===== config.mk =====
export PLATFORM = sky130hd
export DESIGN_NAME = buzzer_scheduler
export DESIGN_NICKNAME = d
export VERILOG_FILES = /design/src/rtl/buzzer_scheduler_pkg.sv /design/src/rtl/buzzer_scheduler_tick_prescaler.sv /design/src/rtl/buzzer_scheduler.sv
export SDC_FILE = /design/constraint.sdc
export NUM_CORES = 1
export LEC_CHECK = 0
export CAP_MARGIN = 20
export CORE_MARGIN = 5
export CORE_UTILIZATION = 51
export CTS_BUF_LIST = sky130_fd_sc_hd__clkbuf_8
export DETAILED_ROUTE_END_ITERATION = 8
export DONT_BUFFER_PORTS = 1
export PLACE_DENSITY_LB_ADDON = 0.3
export SYNTH_ARGS = -nofsm -noshare
export SYNTH_HDL_FRONTEND = slang
export SYNTH_SLANG_ARGS = --single-unit

===== constraint.sdc =====
create_clock -name clk -period 3.55 [get_ports clk]
set_clock_uncertainty 0.1 [all_clocks]
set_input_delay 0.71 -clock clk [delete_from_list [all_inputs] [get_ports clk]]
set_output_delay 0.71 -clock clk [all_outputs]
set_load 0.02 [all_outputs]

===== src/rtl/buzzer_scheduler_pkg.sv =====
// Shared state encodings, requester ids and default timing for the buzzer scheduler.
package buzzer_scheduler_pkg;

  typedef enum logic [1:0] {
    IDLE = 2'd0,
    ON   = 2'd1,
    OFF  = 2'd2
  } state_e;

  localparam logic [1:0] ID_CHIRP = 2'd0;
  localparam logic [1:0] ID_TIMER = 2'd1;
  localparam logic [1:0] ID_ALARM = 2'd2;

  // 1 ms tick at 100 MHz; REPS of 0 means repeat until cancelled
  localparam int unsigned DEF_TICK_DIV = 100_000;
  localparam int unsigned DEF_ON_MS    = 200;
  localparam int unsigned DEF_OFF_MS   = 150;
  localparam int unsigned DEF_REPS0    = 1;
  localparam int unsigned DEF_REPS1    = 3;
  localparam int unsigned DEF_REPS2    = 0;

endpackage


===== src/rtl/buzzer_scheduler_tick_prescaler.sv =====
// Free-running divider: one-cycle tick every TICK_DIV clocks, restartable via clr.
module tick_prescaler #(
  parameter int unsigned TICK_DIV = 100_000
) (
  input  logic clk,
  input  logic rst,
  input  logic clr,
  output logic tick
);

  localparam int unsigned W = $clog2(TICK_DIV);
  localparam logic [W-1:0] LAST = W'(TICK_DIV - 1);

  logic [W-1:0] cnt_q;

  always_ff @(posedge clk or posedge rst) begin
    if (rst) begin
      cnt_q <= '0;
    end else if (clr || (cnt_q == LAST)) begin
      cnt_q <= '0;
    end else begin
      cnt_q <= cnt_q + W'(1);
    end
  end

  assign tick = (cnt_q == LAST);

endmodule


===== src/rtl/buzzer_scheduler.sv =====
// Fixed-priority beep pattern sequencer driving the 440 Hz tone generator.
// Higher ids preempt lower ones; requests seen while busy are queued in pending.
module buzzer_scheduler
  import buzzer_scheduler_pkg::*;
#(
  parameter int unsigned TICK_DIV = DEF_TICK_DIV,
  parameter int unsigned ON_MS    = DEF_ON_MS,
  parameter int unsigned OFF_MS   = DEF_OFF_MS,
  parameter int unsigned REPS0    = DEF_REPS0,
  parameter int unsigned REPS1    = DEF_REPS1,
  parameter int unsigned REPS2    = DEF_REPS2
) (
  input  logic       clk,
  input  logic       rst,
  input  logic [2:0] req,
  input  logic       cancel,
  input  logic       mute,
  output logic       buzzer_on,
  output logic       no_buzz,
  output logic       busy,
  output logic [1:0] active_id,
  output logic       done
);

  localparam logic [15:0] ON_LAST  = 16'(ON_MS - 1);
  localparam logic [15:0] OFF_LAST = 16'(OFF_MS - 1);
  localparam logic [7:0]  R0       = 8'(REPS0);
  localparam logic [7:0]  R1       = 8'(REPS1);
  localparam logic [7:0]  R2       = 8'(REPS2);

  state_e      state_q, state_d;
  logic [15:0] ms_cnt_q, ms_cnt_d;
  logic [7:0]  rep_cnt_q, rep_cnt_d;
  logic [1:0]  active_id_q, active_id_d;
  logic [2:0]  pending_q, pending_d;
  logic        buzzer_on_q, no_buzz_q, busy_q, done_q, done_d;

  logic [2:0]  arb;
  logic [1:0]  grant_id;
  logic        grant_any;
  logic        start;
  logic        tick;
  logic [7:0]  reps_active;
  logic        last_rep;

  tick_prescaler #(.TICK_DIV(TICK_DIV)) u_prescaler (
    .clk  (clk),
    .rst  (rst),
    .clr  (start),
    .tick (tick)
  );

  assign arb       = pending_q | req;
  assign grant_any = |arb;

  always_comb begin
    grant_id = ID_CHIRP;
    if (arb[ID_ALARM]) begin
      grant_id = ID_ALARM;
    end else if (arb[ID_TIMER]) begin
      grant_id = ID_TIMER;
    end
  end

  always_comb begin
    reps_active = R2;
    case (active_id_q)
      ID_CHIRP: reps_active = R0;
      ID_TIMER: reps_active = R1;
      default:  reps_active = R2;
    endcase
  end

  assign last_rep = (reps_active != 8'd0) && (rep_cnt_q == reps_active - 8'd1);

  always_comb begin
    state_d     = state_q;
    ms_cnt_d    = ms_cnt_q;
    rep_cnt_d   = rep_cnt_q;
    active_id_d = active_id_q;
    pending_d   = pending_q | req;
    done_d      = 1'b0;
    start       = 1'b0;

    if (cancel) begin
      // cancel also swallows any req arriving in the same cycle
      state_d   = IDLE;
      pending_d = 3'b000;
    end else begin
      case (state_q)
        IDLE:    start = grant_any;
        ON, OFF: start = grant_any && (grant_id > active_id_q);
        default: start = 1'b0;
      endcase

      if (start) begin
        state_d             = ON;
        ms_cnt_d            = 16'd0;
        rep_cnt_d           = 8'd0;
        active_id_d         = grant_id;
        pending_d[grant_id] = 1'b0;
      end else if (tick) begin
        case (state_q)
          ON: begin
            if (ms_cnt_q == ON_LAST) begin
              ms_cnt_d = 16'd0;
              if (last_rep) begin
                done_d  = 1'b1;
                state_d = IDLE;
              end else begin
                state_d = OFF;
              end
            end else begin
              ms_cnt_d = ms_cnt_q + 16'd1;
            end
          end
          OFF: begin
            if (ms_cnt_q == OFF_LAST) begin
              ms_cnt_d  = 16'd0;
              rep_cnt_d = rep_cnt_q + 8'd1;
              state_d   = ON;
            end else begin
              ms_cnt_d = ms_cnt_q + 16'd1;
            end
          end
          default: state_d = IDLE;
        endcase
      end
    end
  end

  always_ff @(posedge clk or posedge rst) begin
    if (rst) begin
      state_q     <= IDLE;
      ms_cnt_q    <= 16'd0;
      rep_cnt_q   <= 8'd0;
      active_id_q <= 2'd0;
      pending_q   <= 3'b000;
      buzzer_on_q <= 1'b0;
      no_buzz_q   <= 1'b1;
      busy_q      <= 1'b0;
      done_q      <= 1'b0;
    end else begin
      state_q     <= state_d;
      ms_cnt_q    <= ms_cnt_d;
      rep_cnt_q   <= rep_cnt_d;
      active_id_q <= active_id_d;
      pending_q   <= pending_d;
      buzzer_on_q <= (state_d == ON);
      no_buzz_q   <= mute;
      busy_q      <= (state_d != IDLE);
      done_q      <= done_d;
    end
  end

  assign buzzer_on = buzzer_on_q;
  assign no_buzz   = no_buzz_q;
  assign busy      = busy_q;
  assign active_id = active_id_q;
  assign done      = done_q;

endmodule


After elaboration in Yosys (flattened, before gate mapping)
Cells that the tools add are included.
{ "totals": {"reg_bits": 52, "inputBits": 7, "word_cells": 79} }
{ "op_classes": {"addsub": 4, "magnitude_cmp": 3, "eq_ne": 8, "mux": 33, "n_bitwise": 4, "reduce_logical": 17} }
{ "op_table": {"columns": ["operator", "count"], "rows": [
  ["16-bit 2-to-1 mux", 4],
  ["16-bit by 8-bit equality test with 1-bit output, second input constant", 2],
  ["8-bit 2-to-1 mux", 4],
  ["16-bit case mux with 2 select lines", 1],
  ["17-bit by 1-bit adder with 17-bit output, second input constant", 1],
  ["17-bit equality test, second input constant", 1],
  ["17-bit 2-to-1 mux", 1],
  ["16-bit by 1-bit adder with 16-bit output, second input constant", 1],
  ["2-bit 2-to-1 mux", 7],
  ["1-bit 2-to-1 mux", 10],
  ["8-bit by 1-bit adder with 8-bit output, second input constant", 1],
  ["8-bit equality test", 1],
  ["2-bit case mux with 2 select lines", 2],
  ["2-bit nonzero test", 4],
  ["8-bit nonzero test", 1],
  ["8-bit by 1-bit subtractor with 8-bit output, second input constant", 1],
  ["2-bit by 1-bit equality test with 1-bit output, second input constant", 3],
  ["3-bit 2-to-1 mux", 2],
  ["2-bit zero test", 2],
  ["4-bit AND reduction", 1],
  ["3-bit bitwise AND", 1],
  ["1-bit logical AND", 3],
  ["2-bit by 3-bit less-than comparator with 1-bit output, second input constant", 1],
  ["3-bit NOT", 1],
  ["other kinds (13)", 13]
]} }

Depth between registers and ports, before layout
{ "depth": {"word_depth": 12, "ltp_mapped": 11, "ltp_nobuf": 9} }

By module
From an unflattened synthesis, not the netlist that was laid out.
{ "hier_totals": {"cells_unflattened": 314, "hier_area_um2": 2947.8} }
{ "by_module_without_submodules": {"columns": ["mod", "instances", "cells_each", "area_each_um2", "seq_area_each_um2"], "rows": [
  ["buzzer_scheduler", 1, 224, 2070.7, 877.1],
  ["tick_prescaler", 1, 90, 877.1, 425.4]
]} }

Least setup slack after synthesis
No wires, ideal clock.
{ "synth_path": {"kind": "input-to-reg", "startpoint": "input port req[2]", "endpoint": "register ms_cnt_q[8]", "setup_time_ns": 0.077, "t_arrival_ns": 2.966, "required_ns": 3.373, "setup_slack_ns": 0.407, "cell_stages": 9, "path_buffers": 0, "cell_sequence": "nor2_1 > o21ai_0 > ha_1 > nand2_1 > o211ai_2 > a221oi_4 > o22ai_2 > or4_1 > a21oi_1"} }
{ "synth_between": {"elab_chain_cells": 8, "word_cells_on_any_way": 11, "cone_classes": "order compare: 1; mux: 4; bitwise: 1; reduce/logical: 5"} }
{ "synth_rtl": {"columns": ["item", "line_no", "text"], "rows": [
  ["from (decl)", "buzzer_scheduler.sv:15", "input logic [2:0] req,"],
  ["3-bit OR (*)", "buzzer_scheduler.sv:53", "assign arb = pending_q | req;"],
  ["2-bit 2-to-1 mux", "buzzer_scheduler.sv:58", "if (arb[ID_ALARM]) begin"],
  ["2-bit greater-than comparator", "buzzer_scheduler.sv:92", "ON, OFF: start = grant_any && (grant_id > active_id_q);"],
  ["1-bit logical AND", "buzzer_scheduler.sv:92", null],
  ["1-bit case mux with 2 select lines (*)", "buzzer_scheduler.sv:90", "case (state_q)"],
  ["1-bit 2-to-1 mux (*)", "buzzer_scheduler.sv:85", "if (cancel) begin"],
  ["3-bit nonzero test (no line) / 2-bit nonzero test (equally long branches)", null, null],
  ["3-bit AND reduction (no line)", null, null],
  ["to (signal assigned)", "buzzer_scheduler.sv:145", "ms_cnt_q <= ms_cnt_d;"],
  ["to (decl)", "buzzer_scheduler.sv:32", "logic [15:0] ms_cnt_q, ms_cnt_d;"]
]} }
Mark *: on every way between the ends. The rest lies on a longest branch, timed or not. The select of a mux whose other input is x is not followed.
A chain may end at the register's enable or synchronous reset.

Final worst setup path
{ "layout_path": {"startpoint": "input port req[2]", "endpoint": "register rep_cnt_q[7]"} }
{ "layout_between": {"elab_chain_cells": 8, "word_cells_on_any_way": 12, "cone_classes": "order compare: 1; mux: 4; bitwise: 1; reduce/logical: 6"} }
{ "layout_rtl": {"columns": ["item", "line_no", "text"], "rows": [
  ["3-bit OR (*)", "buzzer_scheduler.sv:53", null],
  ["named net arb[2]", "buzzer_scheduler.sv:38", "logic [2:0] arb;"],
  ["2-bit 2-to-1 mux", "buzzer_scheduler.sv:58", null],
  ["2-bit greater-than comparator", "buzzer_scheduler.sv:92", null],
  ["1-bit logical AND", "buzzer_scheduler.sv:92", null],
  ["1-bit case mux with 2 select lines (*)", "buzzer_scheduler.sv:90", null],
  ["1-bit 2-to-1 mux (*)", "buzzer_scheduler.sv:85", null],
  ["2-bit nonzero test (no line)", null, null],
  ["4-bit AND reduction (no line)", null, null],
  ["to (signal assigned)", "buzzer_scheduler.sv:146", "rep_cnt_q <= rep_cnt_d;"],
  ["to (decl)", "buzzer_scheduler.sv:33", "logic [7:0] rep_cnt_q, rep_cnt_d;"]
]} }
The timed path passes the listed nets; every way through them passes the cells marked *. The select of a mux whose other input is x is not followed.

==> results.md <==
- Pre-CTS setup slack: roughly 0.34 ns
- Synth area leaders: dfrtp_1 44%, ha_1 4.3%, nor2_1 3.8%
- H-tree depth: 2
- Post-synth top area share: around 44%
- CTS Root Cell: clkbuf_8
- Achievable clock frequency: 348 MHz
- Total area of sequential cells: 1300 um2
- Unrepaired setup endpoints after global routing: no
- Row cnt: 27
- First-pass GRT wire length: 10.5 mm
- IO Count: 13
- CP Cell Sequence: nor2_1 -> inv_1 -> ha_1 -> nor2b_1 -> o211ai_2 -> a221oi_1 -> o22ai_1 -> or4_1 -> a21oi_1
- Critical path arrival: roughly 3.0 ns
- Avg WL per Cell: between 15 and 20 um
- PwrDens: approximately 440 nW/um2
- Final Worst Setup Slack: a little under 0.7 ns
- Final cycle utilization of the critical path: 81.0%
- CTS tree: done
- I/O Buffers: 0
- Nature of the critical path endpoint: flop
- Leak pwr: 0.00135 uW
- Worst slew pin tran: between 0.8 and 0.9 ns
- DR vias/cell: 6.06
- Seq cells post-synth: between 50 and 60
- CTS max path bufs: 2
- Seq/Total Area, Yosys: between 40% and 50%
- Setup TNS Final: 0 ns
- Critical Path RT: between 3 and 4 ns
- Die X: about 86 um
- Iter 0 DRT Violations: between 100 and 150
- Hold WC Path Type: primary input to flop
- Layout cell share with drive strength beyond 1: ~7.4%
- Clock latency on the worst-skew pair: roughly 0.31 ns
- Layout area overhead: 6.12%
- Worst slew margin: a little over two fifths
- Ys async rst share: 100%
- Total die area: ~7400 um2
- Startpoint types: primary input
- VDD IR max: roughly 0.24 mV
- 1st-pass router iterations: 4
- Total CTS buffers: 5
- GR Util All Layers: between 15 and 20%
- Cells after Synth: roughly 310
- Slew Viols, Final: 0
- Top-count cell post-synth: dfrtp_1
- CTS-repair resized insts: 0
- Number of synthesized flops with an enable pin: 0
- Max-Cap Viols: 0
- Drt total wl: slightly below 6 mm
- Setup bufs post-CTS: 0
- Distinct cells, synth: 50
- Final setup viols: 0
- Total Nets Final: between 300 and 400
- Hold Slack: between 0.2 and 0.3 ns
- Crit-path max FO: 15
- Die Ht: around 86 um
- Area of the multi-input gates: 1520 um2
- Slowest CP cell: or4_1
- Cell taking the most area after synthesis: dfrtp_1
- Most used DFF post-synth: dfrtp_1
- Tmin final: between 2 and 3 ns
- Slowest stage delay, CP: between 0.4 and 0.5 ns
- YS warnings: 0
- Vias: around 2.3k
- Mapped Area: 2930 um2
- Syn avg cell area: 9.47 um2
- Pin count of the biggest net entering global routing: 40
- Final Hold Violating Endpoints: 0
- Hold_buf cts: 0
- Clock sink count: 52
- Core area: around 5500 um2
- Synth top cells by count: 51 x dfrtp_1, 30 x nor2_1, 22 x o21ai_0
- Starting density of the core: between 50% and 60%
- Post-synthesis xor/xnor area fraction: under 10%
- Mux cell area share after synthesis: between 2 and 2.5%
- Syn Nets: about 330
- Antenna Nets Post-Route: 0
- Combinational family with the most area after synthesis: simple AND/OR/NAND/NOR gates
- Diodes inserted: 0
- Fill count: between 500 and 600
- Simple logic cell fraction of the synthesized area: between 20% and 30%
- Total gr overflow: 0
- Half-perimeter wire length after placement: 4.12 mm
- Vias in the first global route: roughly 2.3k
- Compound-Gate Fraction of Synth Area: ~15%
- Critical Setup Path Class: primary input to flop
- RePlAce Congestion: approximately 0.87
- Residual DRC: 0
- Status: finished, final reports clean
- CTS clk-pin slew, worst paths: about 0.10 ns
- Initial antenna violation count: 0
- Synth Area in Adders: approximately 4.3%
[power by group]
part / switching (uW) / leakage, uW / internal (uW)
logic: 158 / 0.000580 / 95.7
clock network: 201 / 0.0000593 / 207
registers: 60.9 / 0.000707 / 635
total: 420 / 0.00135 / 937
[registers in the layout, summed over array words and instances, names as in the netlist]
signal             flops
u_prescaler.cnt_q     17
ms_cnt_q              16
rep_cnt_q              8
pending_q              3
active_id              2
state_q                2
busy                   1
buzzer_on              1
done                   1
no_buzz                1
[path summary, 6_finish.rpt]
| kind | startpoint | end | slack (ns) | cells after the start |
|---|---|---|---|---|
| worst max-delay path | req[2] | rep_cnt_q[7]$_DFFE_PP0P_ | 0.67 | 9 |
| worst min-delay path | mute | no_buzz$_DFF_PP1_ | 0.29 | 0 |
| worst max register to register | pending_q[2]$_DFF_PP0_ | rep_cnt_q[7]$_DFFE_PP0P_ | 0.69 | 9 |
| worst min register to register | u_prescaler.cnt_q[0]$_DFF_PP0_ | u_prescaler.cnt_q[0]$_DFF_PP0_ | 0.39 | 1 |
| max in group asynchronous | rst | ms_cnt_q[13]$_DFFE_PP0P_ | 2.29 | 2 |
| min in group asynchronous | rst | ms_cnt_q[11]$_DFFE_PP0P_ | 0.34 | 1 |
[cell usage in the layout (no fill, tap or decap), types with 3 or more instances in the layout]
cell type,Yosys,final
nor2b_1,3,3
dfrtp_1,51,51
nor4b_2,3,3
ha_1,10,10
or4_1,3,3
or3_1,12,12
and4_1,3,3
o31ai_1,4,4
o21ai_0,22,22
mux2i_1,6,6
nand3_1,19,19
inv_1,15,15
and3_1,11,11
xnor2_1,8,8
nand4_1,6,6
nor2_1,30,30
nor3_1,9,9
buf_4,1,4
nand2_1,18,18
nand2b_1,3,3
clkbuf_8,0,5
a211oi_1,4,4
a21oi_1,18,18
xor2_1,8,8
[critical path, delay by kind of cell]
kind	cells	cell delay (ns)
buffers and inverters	1	0.10
AND/OR/NAND/NOR	3	0.82
adder cells (fa/ha/maj)	1	0.30
AO/OA/AOI/OAI	4	1.10
[through the flow]
step	instance area (um2)	util [%]	total power, uW	cells
after floorplan	2930	-	900	309
after global placement	3000	54.1	946	375
after detailed placement	3000	54.1	960	375
after CTS	3100	56.0	1370	383
after global routing	3100	56.0	1440	383
final	3100	56.0	1360	383
[per-layer routing]
metal / track usage, % / routed length (um) / vias to the layer above / part of all wire [%]
met4: 5.04 / 87 / 0 / 1.5
met3: 4.03 / 300 / 10 / 5.1
met1: 24.8 / 2800 / 1118 / 48
met2: 27.0 / 2690 / 62 / 46
met5: 0 / 0 / - / 0
li1: - / - / 1131 / -
[area by class of cell]
type	count	area share (%)
Inverter	15	1.81
Multi-Input combinational cell	232	48.9
Tap cell	72	2.90
Clock inverter	3	1.25
Clock buffer	5	2.22
Timing Repair Buffer	4	0.967
Sequential cell	52	42.0
[kinds of logic after synthesis]
| group | count (synthesis) |
|---|---|
| AOI/OAI and AO/OA | 65 |
| xor gates and xnor gates | 16 |
| adders and majority gates | 10 |
| buffers and inverters | 25 |
| DFF | 52 |
| muxes | 6 |
| and+or+nand+nor | 135 |
(Power assumes the default switching activity.)
